`config.mk`:
```
export PLATFORM = sky130hd
export DESIGN_NAME = c_mux_nway_stream
export DESIGN_NICKNAME = d
export VERILOG_FILES = /design/src/rtl/c_mux_nway_stream.sv
export SDC_FILE = /design/constraint.sdc
export NUM_CORES = 1
export LEC_CHECK = 0
export ABC_AREA = 1
export BUFFER_PORTS_ARGS = -buffer_cell sky130_fd_sc_hd__buf_2
export CAP_MARGIN = 5
export CORE_ASPECT_RATIO = 2
export CORE_MARGIN = 5
export CORE_UTILIZATION = 39
export DETAILED_ROUTE_END_ITERATION = 7
export GPL_TIMING_DRIVEN = 0
export PLACE_DENSITY_LB_ADDON = 0.05
export SETUP_SLACK_MARGIN = 0.1
export SYNTH_ARGS = -nofsm -noshare
export SYNTH_HDL_FRONTEND = slang
export SYNTH_SLANG_ARGS = --single-unit
export TNS_END_PERCENT = 50
```
`constraint.sdc`:
```
create_clock -name clk -period 1.7 [get_ports clk]
set_input_delay 0.085 -clock clk [delete_from_list [all_inputs] [get_ports clk]]
set_output_delay 0.085 -clock clk [all_outputs]
set_load 0.01 [all_outputs]
```
`src/rtl/c_mux_nway_stream.sv`:
```
// N-way stream multiplexer: fixed-select or round-robin arbitration feeding a
// single-entry registered output stage with valid/ready handshakes.
module c_mux_nway_stream #(
  parameter  int WIDTH = 16,
  parameter  int WAYS  = 4,
  localparam int SELW  = (WAYS > 1) ? $clog2(WAYS) : 1
) (
  input  logic                  clk,
  input  logic                  reset,
  input  logic [WAYS*WIDTH-1:0] in_data,
  input  logic [WAYS-1:0]       in_valid,
  output logic [WAYS-1:0]       in_ready,
  input  logic                  mode,
  input  logic [SELW-1:0]       sel,
  output logic [WIDTH-1:0]      out_data,
  output logic [SELW-1:0]       out_chan,
  output logic                  out_valid,
  input  logic                  out_ready
);

  logic [WIDTH-1:0] out_data_r;
  logic [SELW-1:0]  out_chan_r;
  logic             out_valid_r;
  logic [SELW-1:0]  ptr_r;

  logic             can_accept_s;
  logic             fix_grant_s;
  logic [SELW-1:0]  fix_idx_s;
  logic             hi_found_s;
  logic [SELW-1:0]  hi_idx_s;
  logic             lo_found_s;
  logic [SELW-1:0]  lo_idx_s;
  logic             grant_s;
  logic [SELW-1:0]  gidx_s;
  logic             in_xfer_s;
  logic [WIDTH-1:0] gdata_s;

  assign can_accept_s = !out_valid_r || out_ready;

  // Candidate grants: fixed select, and round-robin split into channels above ptr (searched first) and at/below ptr.
  always_comb begin
    fix_grant_s = 1'b0;
    fix_idx_s   = {SELW{1'b0}};
    hi_found_s  = 1'b0;
    hi_idx_s    = {SELW{1'b0}};
    lo_found_s  = 1'b0;
    lo_idx_s    = {SELW{1'b0}};
    for (int i = 0; i < WAYS; i++) begin
      if (in_valid[i] && (sel == SELW'(i))) begin
        fix_grant_s = 1'b1;
        fix_idx_s   = SELW'(i);
      end else begin
        fix_grant_s = fix_grant_s;
      end
      if (in_valid[i] && !hi_found_s && (SELW'(i) > ptr_r)) begin
        hi_found_s = 1'b1;
        hi_idx_s   = SELW'(i);
      end else begin
        hi_found_s = hi_found_s;
      end
      if (in_valid[i] && !lo_found_s && (SELW'(i) <= ptr_r)) begin
        lo_found_s = 1'b1;
        lo_idx_s   = SELW'(i);
      end else begin
        lo_found_s = lo_found_s;
      end
    end
  end

  // Final grant selection by mode.
  always_comb begin
    if (mode) begin
      grant_s = hi_found_s || lo_found_s;
      gidx_s  = hi_found_s ? hi_idx_s : lo_idx_s;
    end else begin
      grant_s = fix_grant_s;
      gidx_s  = fix_idx_s;
    end
  end

  assign in_xfer_s = grant_s && can_accept_s && !reset;

  // One-hot accept strobe and granted data extraction.
  always_comb begin
    in_ready = {WAYS{1'b0}};
    gdata_s  = {WIDTH{1'b0}};
    for (int i = 0; i < WAYS; i++) begin
      if (gidx_s == SELW'(i)) begin
        in_ready[i] = in_xfer_s;
        gdata_s     = in_data[i*WIDTH +: WIDTH];
      end else begin
        in_ready[i] = 1'b0;
      end
    end
  end

  // Output register and round-robin pointer; ptr resets to the last channel so the first search starts at 0.
  always_ff @(posedge clk) begin
    if (reset) begin
      out_data_r  <= {WIDTH{1'b0}};
      out_chan_r  <= {SELW{1'b0}};
      out_valid_r <= 1'b0;
      ptr_r       <= SELW'(WAYS - 1);
    end else if (in_xfer_s) begin
      out_data_r  <= gdata_s;
      out_chan_r  <= gidx_s;
      out_valid_r <= 1'b1;
      ptr_r       <= gidx_s;
    end else if (out_valid_r && out_ready) begin
      out_valid_r <= 1'b0;
    end else begin
      out_valid_r <= out_valid_r;
    end
  end

  assign out_data  = out_data_r;
  assign out_chan  = out_chan_r;
  assign out_valid = out_valid_r;

endmodule

```
[Word-level counts from Yosys, hierarchy flattened]
Index checks and enable logic that the tools add are counted.
Cells by class
  order comparisons: 8
  equal/unequal tests: 6
  muxes and demuxes: 34
  reduce and logical (&&, ||, !) cells: 34
Operators with widths (number)
  two-way mux 16 bit: 4
  two-way mux 1 bit: 22
  logical AND 1 bit: 21
  two-way mux 2 bit: 8
  == test 2 bit, second input constant: 4
  logical NOT 1 bit: 8
  == test 2 x 1 -> 1 bit, second input constant: 2
  greater-than comparator 1 x 2 -> 1 bit, first input constant: 2
  greater-than comparator 2 bit, first input constant: 2
  less-or-equal comparator 1 x 2 -> 1 bit, first input constant: 2
  less-or-equal comparator 2 bit, first input constant: 2
  logical NOT 2 bit: 2
  logical OR 1 bit: 2
  nonzero test 2 bit: 1
Storage, ports and cells
  flip-flop bits (word level): 21
  input port bits: 74
  output and inout port bits: 23
  word-level logic and storage cells: 86

[Depth between registers and ports, before layout]
Gate-level depths: netlist (run 1).
  word-level depth: 22
  depth in mapped cells: 13
  gate-level depth less buffers: 13

[Worst setup path after synthesis (run 1)]
Ideal clock, no wire load.
  kind: reg2out
  start point: register ptr_r[1]
  end point: output port in_ready[0]
  arrival time: 1.581 ns
  data required time: 1.615 ns
  slack: 0.034 ns
  stages on the path, launching flop included: 9
  buffers on the path: 1
  path through: dfxtp_1 nor2_1 nand2_1 nand4_1 nor2_1 nor3_4 inv_2 buf_2 nor3_1
On the way
  cells in the longest elaborated chain, start to end: 20
  elaborated cells between the ends (all ways): 50
  classes of those cells: order compare: 8; mux: 18; reduce/logical: 24
Ends and longest elaborated chain
  start, declared: line 24  | logic [SELW-1:0] ptr_r;
  start signal, assigned: line 103  | ptr_r <= SELW'(WAYS - 1);
  start signal, assigned: line 108  | ptr_r <= gidx_s;
  greater-than comparator 1 x 2 -> 1 bit or less-or-equal comparator 1 x 2 -> 1 bit (tied branches): line 55, 61
  logical AND 1 bit, on equally long branches: line 55, 61
  two-way mux 1 bit, on equally long branches: line 55, 61
  logical NOT 1 bit, on equally long branches: line 55, 61
  logical AND 1 bit, on equally long branches (2 in a row): line 55, 61
  two-way mux 1 bit, on equally long branches: line 55, 61
  logical NOT 1 bit, on equally long branches: line 55, 61
  logical AND 1 bit, on equally long branches (2 in a row): line 55, 61
  two-way mux 1 bit, on equally long branches: line 55, 61
  logical NOT 1 bit, on equally long branches: line 55, 61
  logical AND 1 bit, on equally long branches (2 in a row): line 55, 61
  two-way mux 1 bit, on equally long branches: line 55, 61
  logical OR 1 bit: line 73  | grant_s = hi_found_s || lo_found_s;
  two-way mux 1 bit: line 72  | if (mode) begin
  logical AND 1 bit (2 in a row): line 81  | assign in_xfer_s = grant_s && can_accept_s && !reset;
  two-way mux 1 bit (*): line 88  | if (gidx_s == SELW'(i)) begin
  end, declared: line 12  | output logic [WAYS-1:0] in_ready,
Mark *: on every way between the ends. The rest lies on a longest branch, timed or not.

[Worst setup path after layout (run 1)]
Same ends and word-level chain as after synthesis.

==> results of run 1 <==
## worst register-to-register path, stage by stage, from the launching register on
cell,delay (ns)
dfxtp_4,0.41
inv_2,0.06
nand2_2,0.09
nand4_1,0.19
nor2_2,0.18
nor2_4,0.06
inv_2,0.10
nand3_4,0.11
buf_12,0.15
buf_12,0.14
o21ai_2,0.11
inv_1,0.05
nand2_1,0.07
a21oi_2,0.05
## metal layers
layer	global-route usage	wire, um	vias to the layer above
li1	-	-	1101
met4	0.0787	167	0
met5	0	0	-
met1	0.241	2260	997
met3	0.0405	343	12
met2	0.426	3520	91
## power groups by stage
stage                     Sequential, mW  Combinational (mW)  Clock, mW
after floorplan                    0.634               0.491          0
after global routing               0.626                1.11      0.368
after detailed placement           0.614               0.801          0
after CTS                          0.611               0.899      0.348
after global placement             0.611               0.798          0
final                              0.617                1.02      0.343
## worst max-delay path by stage
stage / to / slack (ns)
2_1_floorplan: in_ready[0] / 0.12
3_3_place_gp: in_ready[0] / -0.26
3_5_place_dp: in_ready[0] / -0.23
4_1_cts: in_ready[3] / -0.20
5_1_grt: in_ready[0] / -0.34
6_report: in_ready[0] / -0.23
## flip-flops by register name, indices dropped and copies added, names as in the netlist
register,count
out_valid,1
out_data,16
ptr_r,2
out_chan,2
## kinds of logic (layout without fill, tap and decap cells)
logic type / after synthesis / in the layout / share of synthesized area
simple gates: 144 / 144 / 0.458
flops: 21 / 21 / 0.269
buf+inv: 46 / 166 / 0.133
compound gates: 40 / 40 / 0.139
## placed cells by master, fill, tap and decap left out, types with 2 or more instances in the layout
| cell | instances |
|---|---|
| buf_2 | 98 |
| nand3_1 | 47 |
| nand2_1 | 32 |
| nand4_1 | 25 |
| inv_1 | 22 |
| dfxtp_1 | 19 |
| buf_4 | 17 |
| a21oi_1 | 14 |
| nor2_1 | 12 |
| nand2_2 | 11 |
| buf_6 | 10 |
| o21ai_0 | 9 |
| nor2_2 | 6 |
| o21ai_1 | 6 |
| o21ai_2 | 5 |
| inv_2 | 4 |
| a21oi_2 | 4 |
| nand2_4 | 3 |
| clkbuf_1 | 3 |
| clkbuf_8 | 3 |
| nor2_4 | 2 |
| buf_12 | 2 |
| clkbuf_4 | 2 |
| clkinv_1 | 2 |
| dfxtp_4 | 2 |
## stage by stage
stage	utilization	hold WS, ns
CTS	0.599	0.0880
global route	0.645	0.111
detailed placement	0.542	0.374
global placement	0.542	0.367
finish	0.645	0.0810
floorplan	-	0.270
## area by class of cell
type | instances | share of cell area
clock buffers | 3 | 0.0165
inverters | 29 | 0.0449
multi-input cells | 184 | 0.416
plain buffers | 17 | 0.0579
repair buffers | 116 | 0.266
clock inverters | 1 | 0.00200
well taps | 51 | 0.0255
flip-flops and latches | 21 | 0.171
## timing repair
item / in CTS / in global routing
setup endpoints to repair: 25 / 25
pin swaps: 7 / 11
buffers inserted: 14 / 7
resized for setup: 19 / 40
==> results.yml, run 1 <==
outcome:
  status: "finished, violations left"
  violations: "negative setup slack"
critical_path:
  crit_fanout: 6
  slowest_stage: "dfxtp_4"
  end_kind: "primary output"
  r2r_slack_ns: -0.18
  worstSetupStartpoint: "ptr_r[1]$_SDFFE_PP1P_"
  reg2regPathDepth: 13
  arrival_ns: 1.85
  critPathRequiredTime_ns: 1.62
  critPathLaunchType: "flop"
  crit_chain: "nor2_4 > nand2_2 > nand4_1 > nor2_2 > nor3_4 > inv_2 > buf_6 > nor3_2 > buf_2"
  slowest_delay_ns: 0.39
  crit_buf_inv: 3
  cpLargestDelayFamily: "simple AND/OR/NAND/NOR gates"
  path_class: "flop to primary output"
  r2r-end: "out_data[11]$_SDFFE_PP0P_"
  worstReg2RegStart: "ptr_r[1]$_SDFFE_PP1P_"
  cp.depth: 9
logic_synthesis:
  ys_ff_latch: 21
  syn-num-nets: 325
  synthArstFlopShare: 0
  synthTopCellsByCount: "48 x nand3_1, 44 x nand2_1, 25 x nand4_1, 24 x inv_1, 21 x dfxtp_1"
  yosysTopAreaCellShare: 0.269
  yosysUniqueCellTypes: 25
  syn_area_per_cell_sq_um: 6.22
  synth_flop_cell: "dfxtp_1"
  synth_top_area_cell: "dfxtp_1"
  synth-edff-count: 0
  yosys_warnings: 0
  yosysSeqAreaShare: 0.269
  syn_area_sq_um: 1560
  synthTopCellsByArea: "dfxtp_1 27%, nand3_1 15%, nand2_1 11%"
  syn_inst: 251
  yosysMostFrequentCell: "nand3_1"
power:
  p_sw_frac: 0.402
  power.leakage_nw: 1.30
  pwr-share-seq: 0.312
  p_per_area_nw_per_um2: 790
  ir_drop_mv: 0.855
  p_int_mw: 1.18
  finalPower_mw: 1.98
  p_switching_uw: 795
  clockPowerShare: 0.174
  comb_power_share: 0.515
timing:
  timing.final.crit_period_ns: 1.93
  setup_tns_ns: -2.58
  max-slew-margin-rel: 0.638
  fin_ws_ns: -0.232
  slew_violations: 0
  setup_viol: 20
  min_period_over_period: 1.14
  hold_viol: 0
  rsz0062_at_grt: "true"
  worst_pin_slew_ns: 0.543
  timing.fmax_mhz: 518
  finClkSkew_ns: 0.00665
grt:
  grt_pass1_wl_mm: 9.41
  grt_pass1_vias: 2159
  gr-total-overflow: 0
  track_usage: 0.230
  antenna_found_initial: 0
  grt_max_degree: 13
final_layout:
  regArea_sq_um: 428
  postLayoutCellArea_sq_um: 2510
  drive_gt1_frac: 0.480
  num-fill-cells: 415
  fin_cells: 422
  syn_to_final_growth_pct: 60.5
  multi_input_area_sq_um: 1040
  insertedDiodeCount: 0
  nNetsFinal: 446
min_path:
  hp-start: "out_ready"
  whs_path_depth: 4
  hold_end: "out_valid$_SDFFE_PP0P_"
  hp-class: "input pin to flop"
clocking:
  clk_latency_ns: 0.26
  clk_pin_slew_ns: 0.09
  cts_buffers: 3
  cts_buffer_depth: 2
  cts_hold_buffers: 0
  htree_levels: 1
  root_buffer: "clkbuf_8"
  cts_tree: "built"
  clock_sinks: 21
placement:
  io_buffer_count: 95
  hpwl_mm: 4.66
  pre_cts_ws_ns: -0.230
  dp.cells: 397
  finalWeightedCongestion: 0.865
  post_dp_cell_area_sq_um: 2110
floorplanning:
  core_area_sq_um: 3880
  dieArea_sq_um: 5450
  fp-row-count: 32
  dieWidth_um: 54.7
  ios: 97
  initial_utilization: 0.402
  chipHeight_um: 99.5
routing:
  wl_mm: 6.28
  vias: 2201
  drc: 0
  initialDrtViolationCount: 83
  wl_per_cell_um: 14.9
  firstDrtPassIters: 4
  ant_nets: 0
  vias_per_cell: 5.22
job:
  cap_violations: 0
No activity file was read; power rests on OpenSTA's default activity.
==> run 2: changes to the inputs <==
--- a/config.mk
+++ b/config.mk
@@ -8,9 +8,11 @@
 export ABC_AREA = 1
 export BUFFER_PORTS_ARGS = -buffer_cell sky130_fd_sc_hd__buf_2
 export CAP_MARGIN = 5
+export CELL_PAD_IN_SITES_DETAIL_PLACEMENT = 0
+export CELL_PAD_IN_SITES_GLOBAL_PLACEMENT = 1
 export CORE_ASPECT_RATIO = 2
 export CORE_MARGIN = 5
-export CORE_UTILIZATION = 39
+export CORE_UTILIZATION = 25
 export DETAILED_ROUTE_END_ITERATION = 7
 export GPL_TIMING_DRIVEN = 0
 export PLACE_DENSITY_LB_ADDON = 0.05
==> results.yml, run 2 (synthesis gave the netlist of run 1 again) <==
outcome:
  status: "finished, violations left"
  violations: "negative setup slack"
clocking:
  root_buffer: "clkbuf_16"
  cts_buffers: 3
  clock_sinks: 21
  cts_buffer_depth: 2
  cts_hold_buffers: 0
  cts_tree: "built"
  clk_latency_ns: 0.25
  clk_pin_slew_ns: 0.06
  htree_levels: 1
power:
  p_per_area_nw_per_um2: 833
  pwr-share-seq: 0.280
  clockPowerShare: 0.230
  p_switching_uw: 846
  ir_drop_mv: 0.557
  power.leakage_nw: 1.34
  p_sw_frac: 0.385
  comb_power_share: 0.490
  p_int_mw: 1.35
timing:
  timing.fmax_mhz: 524
  setup_tns_ns: -2.65
  timing.final.crit_period_ns: 1.91
  setup_viol: 20
  max-slew-margin-rel: 0.565
  hold_viol: 0
  slew_violations: 0
  finClkSkew_ns: 0.00141
  worst_pin_slew_ns: 0.652
  min_period_over_period: 1.12
  rsz0062_at_grt: "true"
  fin_ws_ns: -0.210
routing:
  initialDrtViolationCount: 51
  ant_nets: 0
  firstDrtPassIters: 4
  wl_per_cell_um: 16.1
  vias: 2182
  drc: 0
  vias_per_cell: 4.76
  wl_mm: 7.35
final_layout:
  regArea_sq_um: 428
  layout_commonest_cell: "buf_2"
  syn_to_final_growth_pct: 69.1
  num-fill-cells: 709
  drive_gt1_frac: 0.491
  fin_cells: 458
  nNetsFinal: 448
  multi_input_area_sq_um: 1070
  largest_register_ff_count: 16
  final_cell_mix: "99 x buf_2, 45 x nand3_1, 36 x nand2_1, 25 x nand4_1, 23 x inv_1"
  fin_util: 0.436
grt:
  grt_pass1_vias: 2202
  grt_max_degree: 13
  grt_pass1_wl_mm: 10.7
  antenna_found_initial: 1
  track_usage: 0.176
  gr-total-overflow: 0
critical_path:
  arrival_ns: 1.82
  critPathLaunchType: "flop"
  end_kind: "primary output"
  crit_chain: "nand2_4 > nand2_2 > nand4_1 > nor2_2 > nor2_4 > inv_2 > nand3_4 > buf_6 > nor2_1 > buf_2"
  reg2regPathDepth: 12
  crit_fanout: 6
  path_class: "flop to primary output"
  slowest_delay_ns: 0.41
  critPathRequiredTime_ns: 1.62
  slowest_stage: "dfxtp_4"
floorplanning:
  initial_utilization: 0.258
  core_area_sq_um: 6060
  dieArea_sq_um: 8020
  dieWidth_um: 65.9
  chipHeight_um: 122
  fp-row-count: 40
  ios: 97
min_path:
  hp-class: "input pin to flop"
  whs_path_depth: 4
placement:
  dp.cells: 430
  io_buffer_count: 95
  hpwl_mm: 5.75
  pre_cts_ws_ns: -0.352
  finalWeightedCongestion: 0.817
job:
  cap_violations: 0
## run 2: timing repair
action | CTS | global route
setup buffers | 16 | 7
endpoints found under the setup margin | 25 | 23
endpoints found under the hold margin | 0 | 0
pin swaps | 18 | 24
cloned | 1 | 1
gates resized for setup | 29 | 42
## run 2: final cells by class
| type | count | area share |
|---|---|---|
| repair buffers | 119 | 0.271 |
| flip-flops and latches | 21 | 0.162 |
| plain buffers | 16 | 0.0460 |
| clock inverters | 1 | 0.00190 |
| clock buffers | 3 | 0.0284 |
| diodes | 1 | 0.000948 |
| inverters | 29 | 0.0427 |
| multi-input cells | 184 | 0.407 |
| well taps | 84 | 0.0398 |
## run 2: final timing paths
| kind | endpoint | slack [ns] | start |
|---|---|---|---|
| setup reg to reg | out_data[5]$_SDFFE_PP0P_ | -0.18 | ptr_r[1]$_SDFFE_PP1P_ |
| setup / recovery | in_ready[3] | -0.21 | ptr_r[1]$_SDFFE_PP1P_ |
| hold reg to reg | out_chan[0]$_SDFFE_PP0P_ | 0.46 | out_chan[0]$_SDFFE_PP0P_ |
| hold / removal | out_valid$_SDFFE_PP0P_ | 0.12 | out_ready |
## run 2: worst max-delay path: cells and delay by family, from the launching register on
kind	cells	cell delay, ns
buffers and inverters	3	0.39
and+or+nand+nor	7	0.78
DFF	1	0.41
## run 2: stage by stage
| stage | area (sq um) | hold slack (ns) | power [mW] |
|---|---|---|---|
| after CTS | 2440 | 0.120 | 2.09 |
| after detailed placement | 2150 | 0.388 | 1.45 |
| after global routing | 2640 | 0.165 | 2.35 |
| final | 2640 | 0.116 | 2.20 |
| after global placement | 2150 | 0.381 | 1.45 |
| after floorplan | 1570 | 0.270 | 1.13 |
## run 2: power groups by stage
stage	clock network (mW)	logic [mW]	registers [mW]
after global placement	0	0.840	0.613
after CTS	0.519	0.959	0.617
after floorplan	0	0.491	0.634
after global routing	0.548	1.17	0.625
final	0.505	1.08	0.616
after detailed placement	0	0.836	0.614
## run 2: per-layer routing
layer  part of all wire  track usage  wire length [um]
met1               0.33        0.159              2460
met2               0.58        0.360              4240
met3              0.054       0.0286               398
met4              0.034       0.0792               253
met5                  0            0                 0
==> run 3: changes to the inputs <==
--- a/config.mk
+++ b/config.mk
@@ -12,7 +12,7 @@
 export CELL_PAD_IN_SITES_GLOBAL_PLACEMENT = 1
 export CORE_ASPECT_RATIO = 2
 export CORE_MARGIN = 5
-export CORE_UTILIZATION = 25
+export CORE_UTILIZATION = 30
 export DETAILED_ROUTE_END_ITERATION = 7
 export GPL_TIMING_DRIVEN = 0
 export PLACE_DENSITY_LB_ADDON = 0.05
==> constraint.sdc (replaced) <==
create_clock -name clk -period 2.32 [get_ports clk]
set_input_delay 0.116 -clock clk [delete_from_list [all_inputs] [get_ports clk]]
set_output_delay 0.116 -clock clk [all_outputs]
set_load 0.01 [all_outputs]
==> results.yml, run 3 (synthesis gave the netlist of run 1 again) <==
outcome:
  status: "completed"
floorplanning:
  dieArea_sq_um: 6840
  core_area_sq_um: 5090
  ios: 97
  fp-row-count: 37
  initial_utilization: 0.307
  chipHeight_um: 112
  dieWidth_um: 61.0
final_layout:
  nNetsFinal: 431
  insertedDiodeCount: 0
  drive_gt1_frac: 0.382
  syn_to_final_growth_pct: 42.6
  num-fill-cells: 596
  final_cell_mix: "105 x buf_2, 48 x nand3_1, 43 x nand2_1, 25 x nand4_1, 23 x inv_1"
  largest_register_ff_count: 16
  fin_util: 0.437
  layout_commonest_cell: "buf_2"
power:
  power.leakage_nw: 1.18
  finalPower_mw: 1.32
  p_sw_frac: 0.405
  clockPowerShare: 0.182
  p_per_area_nw_per_um2: 590
  p_int_uw: 782
  ir_drop_mv: 0.351
  comb_power_share: 0.481
  p_switching_uw: 533
  pwr-share-seq: 0.337
placement:
  hpwl_mm: 5.29
  io_buffer_count: 95
  finalWeightedCongestion: 0.818
timing:
  timing.final.crit_period_ns: 2.05
  min_period_over_period: 0.884
  slew_violations: 0
  timing.fmax_mhz: 488
  setup_viol: 0
  setup_tns_ns: 0
  max-slew-margin-rel: 0.650
  rsz0062_at_grt: "false"
  hold_viol: 0
  worst_pin_slew_ns: 0.524
  finClkSkew_ns: 0.00455
routing:
  vias_per_cell: 5.17
  wl_mm: 6.52
  initialDrtViolationCount: 106
  wl_per_cell_um: 15.7
  vias: 2140
  ant_nets: 0
  drc: 0
  firstDrtPassIters: 4
critical_path:
  path_class: "flop to primary output"
  arrival_ns: 1.93
  critPathLaunchType: "flop"
  crit_fanout: 10
  critPathRequiredTime_ns: 2.20
  reg2regPathDepth: 12
  end_kind: "primary output"
min_path:
  whs_path_depth: 4
  hp-class: "input pin to flop"
grt:
  grt_pass1_vias: 2124
  grt_max_degree: 13
  gr-total-overflow: 0
  track_usage: 0.200
  grt_pass1_wl_mm: 10.2
  antenna_found_initial: 0
clocking:
  clk_pin_slew_ns: 0.08
  clock_sinks: 21
  clk_latency_ns: 0.26
  root_buffer: "clkbuf_8"
  cts_buffers: 3
  cts_tree: "built"
  htree_levels: 1
  cts_hold_buffers: 0
  cts_buffer_depth: 2
job:
  cap_violations: 0
[run 3: cell count changes in the layout (fill, tap and decap cells not counted), moves of 7 or more]
| cell | delta |
|---|---|
| a21oi_2 | -8 |
| nand2_1 | +7 |
| o21ai_2 | -7 |
| nand2_2 | -7 |
| a21oi_1 | +8 |
| buf_4 | -7 |
| buf_6 | -10 |
[run 3: worst paths after layout]
check / from / end / slack, ns
worst max register to register: ptr_r[0]$_SDFFE_PP1P_ / out_data[14]$_SDFFE_PP0P_ / 0.44
worst min register to register: out_data[10]$_SDFFE_PP0P_ / out_data[10]$_SDFFE_PP0P_ / 0.47
worst max-delay path: ptr_r[1]$_SDFFE_PP1P_ / in_ready[1] / 0.27
worst min-delay path: out_ready / out_valid$_SDFFE_PP0P_ / 0.14
[run 3: final cells by class]
class,instances,area [sq um],area share
buffer,17,98.8,0.0444
clock buffer,3,41.3,0.0185
clock inverter,1,5.00,0.00225
inverter,29,113,0.0506
multi-input combinational,184,951,0.427
sequential,21,425,0.191
tap,58,72.6,0.0326
timing repair buffer,101,520,0.234
[run 3: stage by stage]
stage          cell area (sq um)  hold WS (ns)  setup slack [ns]  std cells
2_1_floorplan               1560         0.301             0.623        251
3_3_place_gp                2110         0.408             0.196        404
3_5_place_dp                2110         0.413             0.210        404
4_1_cts                     2170         0.133             0.122        410
5_1_grt                     2230         0.173             0.107        414
6_report                    2230         0.141             0.270        414
[run 3: power groups by stage]
stage	Sequential [mW]	Clock, mW	Combinational, mW
floorplan	0.465	0	0.358
global placement	0.447	0	0.603
detailed placement	0.448	0	0.605
CTS	0.440	0.255	0.614
global route	0.451	0.271	0.711
finish	0.443	0.240	0.632
[run 3: repair_timing]
item	in CTS	in global routing
resized for setup	1	8
setup endpoints to repair	3	4
cloned	0	0
buffers inserted	2	4
pin swaps	1	0
[run 3: routing by layer]
layer  up-vias  track usage  routed length (um)  share of wire
met1       959        0.202                2180           0.33
met3        14       0.0345                 472          0.072
li1       1070            -                   -              -
met2        97        0.375                3610           0.55
met4         0       0.0854                 260          0.040
met5         -            0                   0              0
[run 3: critical path, stage by stage, from the launching register on]
cell     delay (ns)
dfxtp_4        0.37
nor2_2         0.14
nand2_1        0.11
nand4_1        0.13
nor2_1         0.09
nor3_4         0.19
buf_4          0.15
buf_4          0.15
nand2_1        0.10
nor2_2         0.10
buf_2          0.13
